**config.mk**
```make
export PLATFORM = sky130hd
export DESIGN_NAME = square_sequencer_flat
export DESIGN_NICKNAME = d
export VERILOG_FILES = /design/src/rtl/sq_pkg.sv /design/src/rtl/square_sequencer_if.sv /design/src/rtl/sq_tick_gen.sv /design/src/rtl/square_sequencer.sv /design/src/flat_wrapper.sv
export SDC_FILE = /design/constraint.sdc
export NUM_CORES = 1
export LEC_CHECK = 0
export CAP_MARGIN = 0
export CORE_ASPECT_RATIO = 0.7
export CORE_MARGIN = 1
export CORE_UTILIZATION = 29
export CTS_BUF_LIST = sky130_fd_sc_hd__clkbuf_16
export CTS_CLUSTER_DIAMETER = 200
export DETAILED_ROUTE_END_ITERATION = 8
export GPL_TIMING_DRIVEN = 0
export PLACE_DENSITY = 0.46
export SYNTH_ARGS = -nofsm -noshare
export SYNTH_HDL_FRONTEND = slang
export SYNTH_HIERARCHICAL = 1
export SYNTH_SLANG_ARGS = --single-unit
```
**constraint.sdc**
```tcl
create_clock -name clk -period 3.25 [get_ports clk]
set_clock_uncertainty 0.15 [all_clocks]
set_input_delay 0.325 -clock clk [delete_from_list [all_inputs] [get_ports clk]]
set_output_delay 0.325 -clock clk [all_outputs]
set_load 0.05 [all_outputs]
```
**src/rtl/sq_pkg.sv**
```systemverilog
// Shared types and constants for the rotating-square sequencer.
package sq_pkg;

    typedef enum logic [1:0] {
        IDLE  = 2'd0,
        RUN   = 2'd1,
        PAUSE = 2'd2
    } sq_state_t;

    // Segment order {g,f,e,d,c,b,a}, active-low.
    localparam logic [6:0] SEG_UPPER = 7'b0011100;
    localparam logic [6:0] SEG_LOWER = 7'b0100011;
    localparam logic [6:0] SEG_BLANK = 7'b1111111;
    localparam logic [3:0] AN_OFF    = 4'b1111;

    function automatic logic [2:0] pos_step(input logic [2:0] pos, input logic up);
        return up ? pos + 3'd1 : pos - 3'd1;
    endfunction

    // Upper square walks digits 0..3, lower square walks back 3..0.
    function automatic logic [3:0] an_for_pos(input logic [2:0] pos);
        logic [1:0] digit;
        digit = pos[2] ? ~pos[1:0] : pos[1:0];
        return ~(4'b0001 << digit);
    endfunction

endpackage

```
**src/rtl/square_sequencer_if.sv**
```systemverilog
// Control and display signals of the square sequencer.
interface square_sequencer_if;
    logic       start;
    logic       stop;
    logic       step;
    logic       up;
    logic [1:0] speed;
    logic [3:0] laps;
    logic [3:0] an;
    logic [6:0] sseg;
    logic       running;
    logic       done;

    modport master (
        output start, stop, step, up, speed, laps,
        input  an, sseg, running, done
    );

    modport slave (
        input  start, stop, step, up, speed, laps,
        output an, sseg, running, done
    );
endinterface

```
**src/rtl/sq_tick_gen.sv**
```systemverilog
// Step-rate divider: tick every 2^(TICK_W-3+speed) enabled clocks, plus blink phase bit.
module sq_tick_gen #(
    parameter int unsigned TICK_W = 26
) (
    input  logic       clk,
    input  logic       rst,
    input  logic       clr,
    input  logic       en,
    input  logic [1:0] speed,
    output logic       tick,
    output logic       half
);

    localparam int TickWI = int'(TICK_W);

    logic [TICK_W-1:0] r_div;
    logic [TICK_W-1:0] w_mask;
    logic [TICK_W-1:0] w_top;

    // Mask covers divider bits [TICK_W-4+speed:0].
    always_comb begin
        w_mask = '0;
        for (int i = 0; i < TickWI; i++) begin
            if (i <= TickWI - 4 + int'(speed)) begin
                w_mask[i] = 1'b1;
            end
        end
    end

    assign w_top = w_mask ^ (w_mask >> 1);
    assign tick  = en && ((r_div & w_mask) == w_mask);
    assign half  = |(r_div & w_top);

    always_ff @(posedge clk or posedge rst) begin
        if (rst) begin
            r_div <= '0;
        end else if (clr) begin
            r_div <= '0;
        end else if (en) begin
            r_div <= r_div + 1'b1;
        end
    end

endmodule

```
**src/rtl/square_sequencer.sv**
```systemverilog
// Run/pause/step sequencer for the rotating-square display animation.
// Optional SQ_BLINK_EN: display blinks at the step rate while paused.
module square_sequencer
    import sq_pkg::*;
#(
    parameter int unsigned TICK_W = 26
) (
    input  logic              clk,
    input  logic              rst,
    square_sequencer_if.slave bus
);

`ifdef SQ_BLINK_EN
    localparam bit BLINK_EN = 1'b1;
`else
    localparam bit BLINK_EN = 1'b0;
`endif

    sq_state_t  r_state, w_state_next;
    logic [2:0] r_pos, w_pos_next;
    logic [3:0] r_lap, w_lap_next;
    logic [3:0] r_laps, w_laps_next;
    logic       r_done, w_done_next;

    logic       w_clr;
    logic       w_en;
    logic       w_tick;
    logic       w_half;
    logic [2:0] w_adv;
    logic       w_wrap;
    logic [3:0] w_lap_inc;
    logic       w_blank;

    sq_tick_gen #(
        .TICK_W(TICK_W)
    ) u_tick_gen (
        .clk  (clk),
        .rst  (rst),
        .clr  (w_clr),
        .en   (w_en),
        .speed(bus.speed),
        .tick (w_tick),
        .half (w_half)
    );

    assign w_en      = (r_state == RUN) || (BLINK_EN && (r_state == PAUSE));
    assign w_adv     = pos_step(r_pos, bus.up);
    assign w_wrap    = bus.up ? (r_pos == 3'd7) : (r_pos == 3'd0);
    assign w_lap_inc = r_lap + 4'd1;

    always_comb begin
        w_state_next = r_state;
        w_pos_next   = r_pos;
        w_lap_next   = r_lap;
        w_laps_next  = r_laps;
        w_done_next  = 1'b0;
        w_clr        = 1'b0;
        unique case (r_state)
            IDLE: begin
                if (bus.start && !bus.stop) begin
                    w_state_next = RUN;
                    w_clr        = 1'b1;
                    w_lap_next   = 4'd0;
                    w_laps_next  = bus.laps;
                end
            end
            RUN: begin
                // A stop on a tick cycle pauses without advancing.
                if (bus.stop) begin
                    w_state_next = PAUSE;
                    w_clr        = BLINK_EN;
                end else if (w_tick) begin
                    w_pos_next = w_adv;
                    if (w_wrap) begin
                        if ((r_laps != 4'd0) && (w_lap_inc == r_laps)) begin
                            w_state_next = PAUSE;
                            w_done_next  = 1'b1;
                            w_lap_next   = 4'd0;
                            w_clr        = BLINK_EN;
                        end else begin
                            w_lap_next = w_lap_inc;
                        end
                    end
                end
            end
            PAUSE: begin
                if (bus.start && !bus.stop) begin
                    w_state_next = RUN;
                    w_clr        = 1'b1;
                    w_lap_next   = 4'd0;
                    w_laps_next  = bus.laps;
                end else if (bus.step && !bus.start) begin
                    w_pos_next = w_adv;
                end
            end
            default: begin
                w_state_next = IDLE;
            end
        endcase
    end

    always_ff @(posedge clk or posedge rst) begin
        if (rst) begin
            r_state <= IDLE;
            r_pos   <= 3'd0;
            r_lap   <= 4'd0;
            r_laps  <= 4'd0;
            r_done  <= 1'b0;
        end else begin
            r_state <= w_state_next;
            r_pos   <= w_pos_next;
            r_lap   <= w_lap_next;
            r_laps  <= w_laps_next;
            r_done  <= w_done_next;
        end
    end

    assign w_blank = (r_state == IDLE) || (BLINK_EN && (r_state == PAUSE) && w_half);

    always_comb begin
        bus.an   = AN_OFF;
        bus.sseg = SEG_BLANK;
        if (!w_blank) begin
            bus.an   = an_for_pos(r_pos);
            bus.sseg = r_pos[2] ? SEG_LOWER : SEG_UPPER;
        end
    end

    assign bus.running = (r_state == RUN);
    assign bus.done    = r_done;

endmodule

```
**src/flat_wrapper.sv**
```systemverilog
// flat-port wrapper written by rule: the top's interface ports become plain ports
module square_sequencer_flat import sq_pkg::*;
#(
    parameter int unsigned TICK_W = 26
)
  (clk, rst, bus_start, bus_stop, bus_step, bus_up, bus_speed, bus_laps, bus_an, bus_sseg, bus_running, bus_done);
  square_sequencer_if bus_i ();
  input  logic clk;
  input  logic rst;
  input wire logic [$bits(bus_i.start)-1:0] bus_start;
  input wire logic [$bits(bus_i.stop)-1:0] bus_stop;
  input wire logic [$bits(bus_i.step)-1:0] bus_step;
  input wire logic [$bits(bus_i.up)-1:0] bus_up;
  input wire logic [$bits(bus_i.speed)-1:0] bus_speed;
  input wire logic [$bits(bus_i.laps)-1:0] bus_laps;
  output wire logic [$bits(bus_i.an)-1:0] bus_an;
  output wire logic [$bits(bus_i.sseg)-1:0] bus_sseg;
  output wire logic [$bits(bus_i.running)-1:0] bus_running;
  output wire logic [$bits(bus_i.done)-1:0] bus_done;
  assign bus_i.start = bus_start;
  assign bus_i.stop = bus_stop;
  assign bus_i.step = bus_step;
  assign bus_i.up = bus_up;
  assign bus_i.speed = bus_speed;
  assign bus_i.laps = bus_laps;
  assign bus_an = bus_i.an;
  assign bus_sseg = bus_i.sseg;
  assign bus_running = bus_i.running;
  assign bus_done = bus_i.done;
  square_sequencer #(.TICK_W(TICK_W)) u_core (.clk(clk), .rst(rst), .bus(bus_i));
endmodule
```
==> impl_metrics.env <==
export IMPL_crit_cells=8
export IMPL_initial_core_util=0.305
export IMPL_hp_class="in -> async"
export IMPL_final_util=0.374
export IMPL_grt_usage=0.130
export IMPL_crit_chain="clkdlybuf4s50_1, nor3b_2, buf_4, o211ai_2, or4_1, buf_2, or3_1, a21oi_1"
export IMPL_dp_cells=362
export IMPL_crit_slowest_cell="clkdlybuf4s50_1"
export IMPL_clock_fmax_ghz=0.342
export IMPL_routabilityCongestion=0.739
export IMPL_ios=25
export IMPL_antenna_cells=0
export IMPL_cp_data_required_time_ps=3300
export IMPL_max_slew_margin=0.309
export IMPL_cts_sinks=40
export IMPL_report_final_hold_viol_count=0
export IMPL_final_setup_viol_count=0
export IMPL_area_growth_pct=22.5
export IMPL_die_w_um=108
export IMPL_h_tree_depth=2
export IMPL_drc_errors=0
export IMPL_row_count=26
export IMPL_rsz0062_at_grt="false"
export IMPL_whs_ps=293
export IMPL_overflow=0
export IMPL_synth_nets=255
export IMPL_viasPerCell=4.81
export IMPL_numCtsBuffers=5
export IMPL_die_area_um2=8200
export IMPL_grt_pass1_vias=1656
export IMPL_detail_route_antenna_nets=0
export IMPL_grt_pass1_wl_mm=8.40
export IMPL_yosys_warnings=6
export IMPL_route_vias_total=1776
export IMPL_cp_start_kind="input port"
export IMPL_cp_data_arrival_time_ps=2970
export IMPL_io_buffers=24
export IMPL_final_cells=369
export IMPL_r2r_end="u_core/r_lap[0]"
export IMPL_ff2ff_setup_slack_ps=350
export IMPL_leakagePower_uw=0.00115
export IMPL_cts_root_buf="clkbuf_16"
export IMPL_clockBufferDepth=2
export IMPL_crit_buf_inv=3
export IMPL_cts_tree="done"
export IMPL_grt_antenna_before_repair=0
export IMPL_avgSynthCellArea_um2=9.47
export IMPL_rr_worst_depth=9
export IMPL_drt_wl_total_mm=4.95
export IMPL_drive_gt1_frac=0.114
export IMPL_firstDrtPassIters=4
export IMPL_clk_pin_slew_ps=60
export IMPL_final_min_clock_period_ps=2920
export IMPL_synthCells=240
export IMPL_nets=286
export IMPL_hpwl_mm=3.63
export IMPL_n_fill_cell=744
export IMPL_crit_type="in -> reg"
export IMPL_max_slew_worst_pin_slew_ps=1040
export IMPL_die_h_um=76.1
export IMPL_placeableCoreArea_um2=7450
export IMPL_endpoint_kind="flop"
export IMPL_cpPeakStageDelay_ps=540
export IMPL_synth_area_um2=2270
export IMPL_finalSetupTns_ps=0
export IMPL_crit_family="simple AND/OR/NAND/NOR gates"
export IMPL_r2r_start="u_core/r_state[0]"
export IMPL_powerDensity_nw_per_um2=589
export IMPL_cts_setup_buffers=0
export IMPL_cap_viol_max_count=0
export IMPL_path_max_fanout=10
export IMPL_clkLatencyLatePin_ps=270
export IMPL_fin_crit_sh=0.899
export IMPL_max_vdd_ir_drop_mv=0.216
export IMPL_status="finished, final reports clean"
export IMPL_grt_max_degree=27
export IMPL_maxSlewViolCount=0
export IMPL_drt_initial_drc_count=89
export IMPL_wl_per_cell_um=13.4
-- worst register-to-register path, cell delays in order, from the launching register on --
cell	delay, ps
dfrtp_1	420
nor2b_2	290
buf_2	250
nand4_1	250
o21bai_1	250
a2111oi_2	460
o21ai_1	230
nor2_1	280
nand3_1	110
o21ai_1	120
-- routing by layer --
metal	vias up	wire, um	part of all wire	GRT usage
met2	14	1980	0.40	0.169
li1	920	-	-	-
met4	0	19	0.0038	0.0288
met1	840	2820	0.57	0.210
met3	2	130	0.026	0.0299
met5	-	0	0	0
-- where the power goes --
group | switching (uW) | internal, uW
Clock | 173 | 275
Combinational | 358 | 230
Sequential | 54.2 | 549
-- sequential cells by signal, summed over array words and instances (netlist names) --
| register | flops |
|---|---|
| u_core/r_lap | 4 |
| u_core/r_laps | 4 |
| u_core/bus.done | 1 |
| u_core/u_tick_gen/r_div | 26 |
| u_core/r_pos | 3 |
| u_core/r_state | 2 |
-- worst max path at each step --
stage               slack [ps]               from                     endpoint
floorplan                  230  u_core/r_state[0]              u_core/r_lap[2]
global placement          -270          bus_start  u_core/u_tick_gen/r_div[20]
detailed placement        -270          bus_start  u_core/u_tick_gen/r_div[20]
CTS                         20          bus_start  u_core/u_tick_gen/r_div[20]
global route               150          bus_start  u_core/u_tick_gen/r_div[20]
finish                     330          bus_start  u_core/u_tick_gen/r_div[20]
-- placed cells by master, fill, tap and decap left out, types with 5 or more instances in the layout --
cell type / n
dfrtp_1: 40
clkdlybuf4s50_1: 24
nor2_1: 17
a21oi_1: 16
o21ai_0: 16
nand2_1: 14
nand3_1: 12
inv_1: 11
or3_1: 11
xor2_1: 10
xnor2_1: 8
nand4_1: 8
clkbuf_1: 7
buf_4: 6
clkbuf_16: 5
mux2_2: 5
-- layout make-up --
cell class                 count  area (um^2)  area share
multi-input combinational    174         1160       0.418
sequential                    40         1000       0.360
timing repair buffer          24          240      0.0863
clock buffer                   5          125      0.0449
tap                           98          123      0.0440
buffer                        16         86.3      0.0310
inverter                      10         37.5      0.0135
clock inverter                 2         8.76     0.00315
-- metrics by stage --
| step | cell area [um^2] | setup WS, ps | power [uW] |
|---|---|---|---|
| final | 2780 | 327 | 1640 |
| after global routing | 2780 | 153 | 1740 |
| after CTS | 2770 | 22.2 | 1660 |
| after detailed placement | 2640 | -269 | 1200 |
| after global placement | 2640 | -268 | 1200 |
| after floorplan | 2280 | 228 | 1030 |
-- repair_timing --
item	CTS	global route
resized for setup	0	3
setup endpoints to repair	0	15
hold buffers	0	0
endpoints found under the hold margin	0	0
No activity file was read; power rests on OpenSTA's default activity.
==> RTL change (same settings) <==
Set the localparam `BLINK_EN` to 1'b1 (it was 1'b0).
--- a/src/rtl/square_sequencer.sv
+++ b/src/rtl/square_sequencer.sv
@@ -13,7 +13,7 @@
 `ifdef SQ_BLINK_EN
     localparam bit BLINK_EN = 1'b1;
 `else
-    localparam bit BLINK_EN = 1'b0;
+    localparam bit BLINK_EN = 1'b1;
 `endif
 
     sq_state_t  r_state, w_state_next;
Formal check against the unedited RTL: same outputs for any inputs over 10 cycles, from zero or initial values and one cycle with rst high; that may be too few to reach the edited logic, so the function may still have changed.
==> RTL change against the unedited design <==
- the run now ends with DRC, setup timing left
- worst setup slack got worse by 0.54 ns
- sequential cell count unchanged
- final area up 24%
- wire length is 29% higher
- non-clock buffer count increased by 32
- synthesized area grew 6.5%
- critical path type is now flop to flop
- largest cell class unchanged
- highest routed layer unchanged
Power is not compared: it rests on default switching activity, and its combinational part moved more than twofold at a synthesized area within 25%.
==> RTL change: results (changes against the unedited design) <==
metric,value,unit,change
status,"finished, violations left",,was finished clean
violated checks,"DRC, setup timing",,
post-synthesis sequential area ratio,0.4134,,
Final setup viols,16,,was 0
worst-path fanout max,5,,was 10
Synth Area in XOR/XNOR,0.07235,,
Yosys cell types,49,,
first-pass GRT wire length,10660,um,was 8404 um
GR Util All Layers,0.1547,,was 0.1299
Final #Nets,343,,was 286
Synth Area in Adders,0.03928,,
Yosys warnings,6,,unchanged
pre-CTS setup slack,-0.6881,ns,was -0.2686 ns
DRT Pass-1 Iters,6,,was 4
"Async S/R FF share, synth",1.000,,
post-DP HPWL,3944,um,was 3630 um
"Clk Latency, worst-skew pair",0.29,ns,was 0.27 ns
CTS Buffer Depth,2,,unchanged
Final GP Congestion,0.7346,,was 0.7385
number of global-route vias before repair,2054,,"was 1,656"
H-tree depth,2,,unchanged
"Reg clk slew, reported paths",0.06,ns,about the same
Post-Route WL,6383,um,was 4946 um
CP max stage delay,0.53,ns,
worst vdd rail ir drop,322.1,uV,
vias per cell,5.103,,was 4.813
syn_area_per_cell,9.348,um2,was 9.473 um2
Post-Layout Cell Count,426,,was 369
Worst EP arrival,3.53,ns,was 2.97 ns
number of fill cells,780,,was 744
HP Class,primary input to async pin,,unchanged
dpl cell area,2845,um2,was 2639 um2
initial antenna violation count,0,,unchanged
# port buffers,24,,unchanged
Num CTS Buffers,5,,unchanged
final worst setup slack,-0.2122,ns,was 0.3267 ns
ranking of synthesized cells by area,"dfrtp_1, o21ai_0, a21oi_1",,
Worst path top cell family by delay,compound AO/OA/AOI/OAI gates,,was simple AND/OR/NAND/NOR gates
largest family of logic cells by synthesized area,simple AND/OR/NAND/NOR gates,,
Synth Area in Compound Gates,0.1416,,
Worst path slowest cell,or4_4,,was clkdlybuf4s50_1
list of most frequent post-synthesis cells,"dfrtp_1, nor2_1, o21ai_0",,
1st-iter DRT viols,106,,was 89
largest net degree at the start of global routing,27,,unchanged
Leak,1.436,nW,
Slew headroom,0.2982,,was 0.3091
DR DRC count,6,,was 0
Regs by FF count,"u_core/u_tick_gen/r_div x26, u_core/r_lap x4, u_core/r_laps x4",,unchanged
setup TNS,-1.877,ns,was 0 ns
diode count,0,,unchanged
layout cells sized above 1,0.2985,,was 0.1144
Root Driver,clkbuf_16,,unchanged
multiplexer area fraction after synthesis,0.04083,,
# placed instances,384,,was 362
Post-Syn Nets,278,,was 255
-- RTL change: power breakdown --
| group | total, mW | switching, mW | internal [mW] |
|---|---|---|---|
| registers | 0.677 | 0.0969 | 0.580 |
| clock network | 0.561 | 0.203 | 0.357 |
| logic | 1.26 | 0.738 | 0.520 |
-- RTL change: logic make-up (layout without fill, tap and decap cells) --
| group | count (synthesis) | after routing |
|---|---|---|
| AO/OA/AOI/OAI | 56 | 56 |
| XOR/XNOR | 20 | 20 |
| adder cells (fa/ha/maj) | 7 | 7 |
| buffers and inverters | 29 | 94 |
| flip-flops | 40 | 40 |
| multiplexers | 8 | 8 |
| AND/OR/NAND/NOR | 99 | 100 |
-- RTL change: area by class of cell --
class                      instances  area, um2  share of cell area
clock buffer                       5      125.1             0.03622
buffer                            11      73.82             0.02137
inverter                          14      52.55             0.01521
clock inverter                     3      37.54             0.01087
tap                              101      126.4             0.03658
multi-input combinational        191       1451              0.4201
sequential                        40       1005              0.2908
timing repair buffer              61      583.1              0.1688
-- RTL change: worst register-to-register path, stage by stage (launching register included) --
cell and delay [ns]:
dfrtp_1 0.37, inv_2 0.07, ha_4 0.27, nand4_1 0.15
o21bai_4 0.23, a2111oi_4 0.25, o21a_1 0.18, nand4_1 0.15
a211oi_2 0.26, buf_4 0.17, o211ai_4 0.11, buf_6 0.14
buf_6 0.10, or4_4 0.53, nand2b_4 0.17, a21oi_2 0.10
-- RTL change: what timing repair did --
action                                  CTS  global route
setup buffers                            36             5
hold buffers                              0             0
endpoints found under the setup margin   31            30
gates cloned                              1             0
pin swaps                                11            18
resized for setup                        29            26
-- RTL change: metal layers --
| layer | vias to the layer above | track usage | part of all wire |
|---|---|---|---|
| met4 | 0 | 0.05676 | 0.013 |
| met1 | 1049 | 0.2340 | 0.53 |
| met3 | 11 | 0.02934 | 0.039 |
| met2 | 56 | 0.2138 | 0.41 |
| li1 | 1058 | - | - |
| met5 | - | 0 | 0 |
-- RTL change: final timing paths --
| kind | from | cells past startpoint | endpoint | slack, ns |
|---|---|---|---|---|
| min | rst | 2 | u_core/r_laps[1] | 0.28 |
| max in group asynchronous | rst | 2 | u_core/u_tick_gen/r_div[0] | 1.76 |
| min reg2reg | u_core/r_lap[1] | 2 | u_core/r_lap[1] | 0.37 |
| max | u_core/r_state[0] | 15 | u_core/u_tick_gen/r_div[13] | -0.21 |
| min in group clk | u_core/r_lap[1] | 2 | u_core/r_lap[1] | 0.37 |
| max reg2reg | u_core/r_state[0] | 15 | u_core/u_tick_gen/r_div[13] | -0.21 |
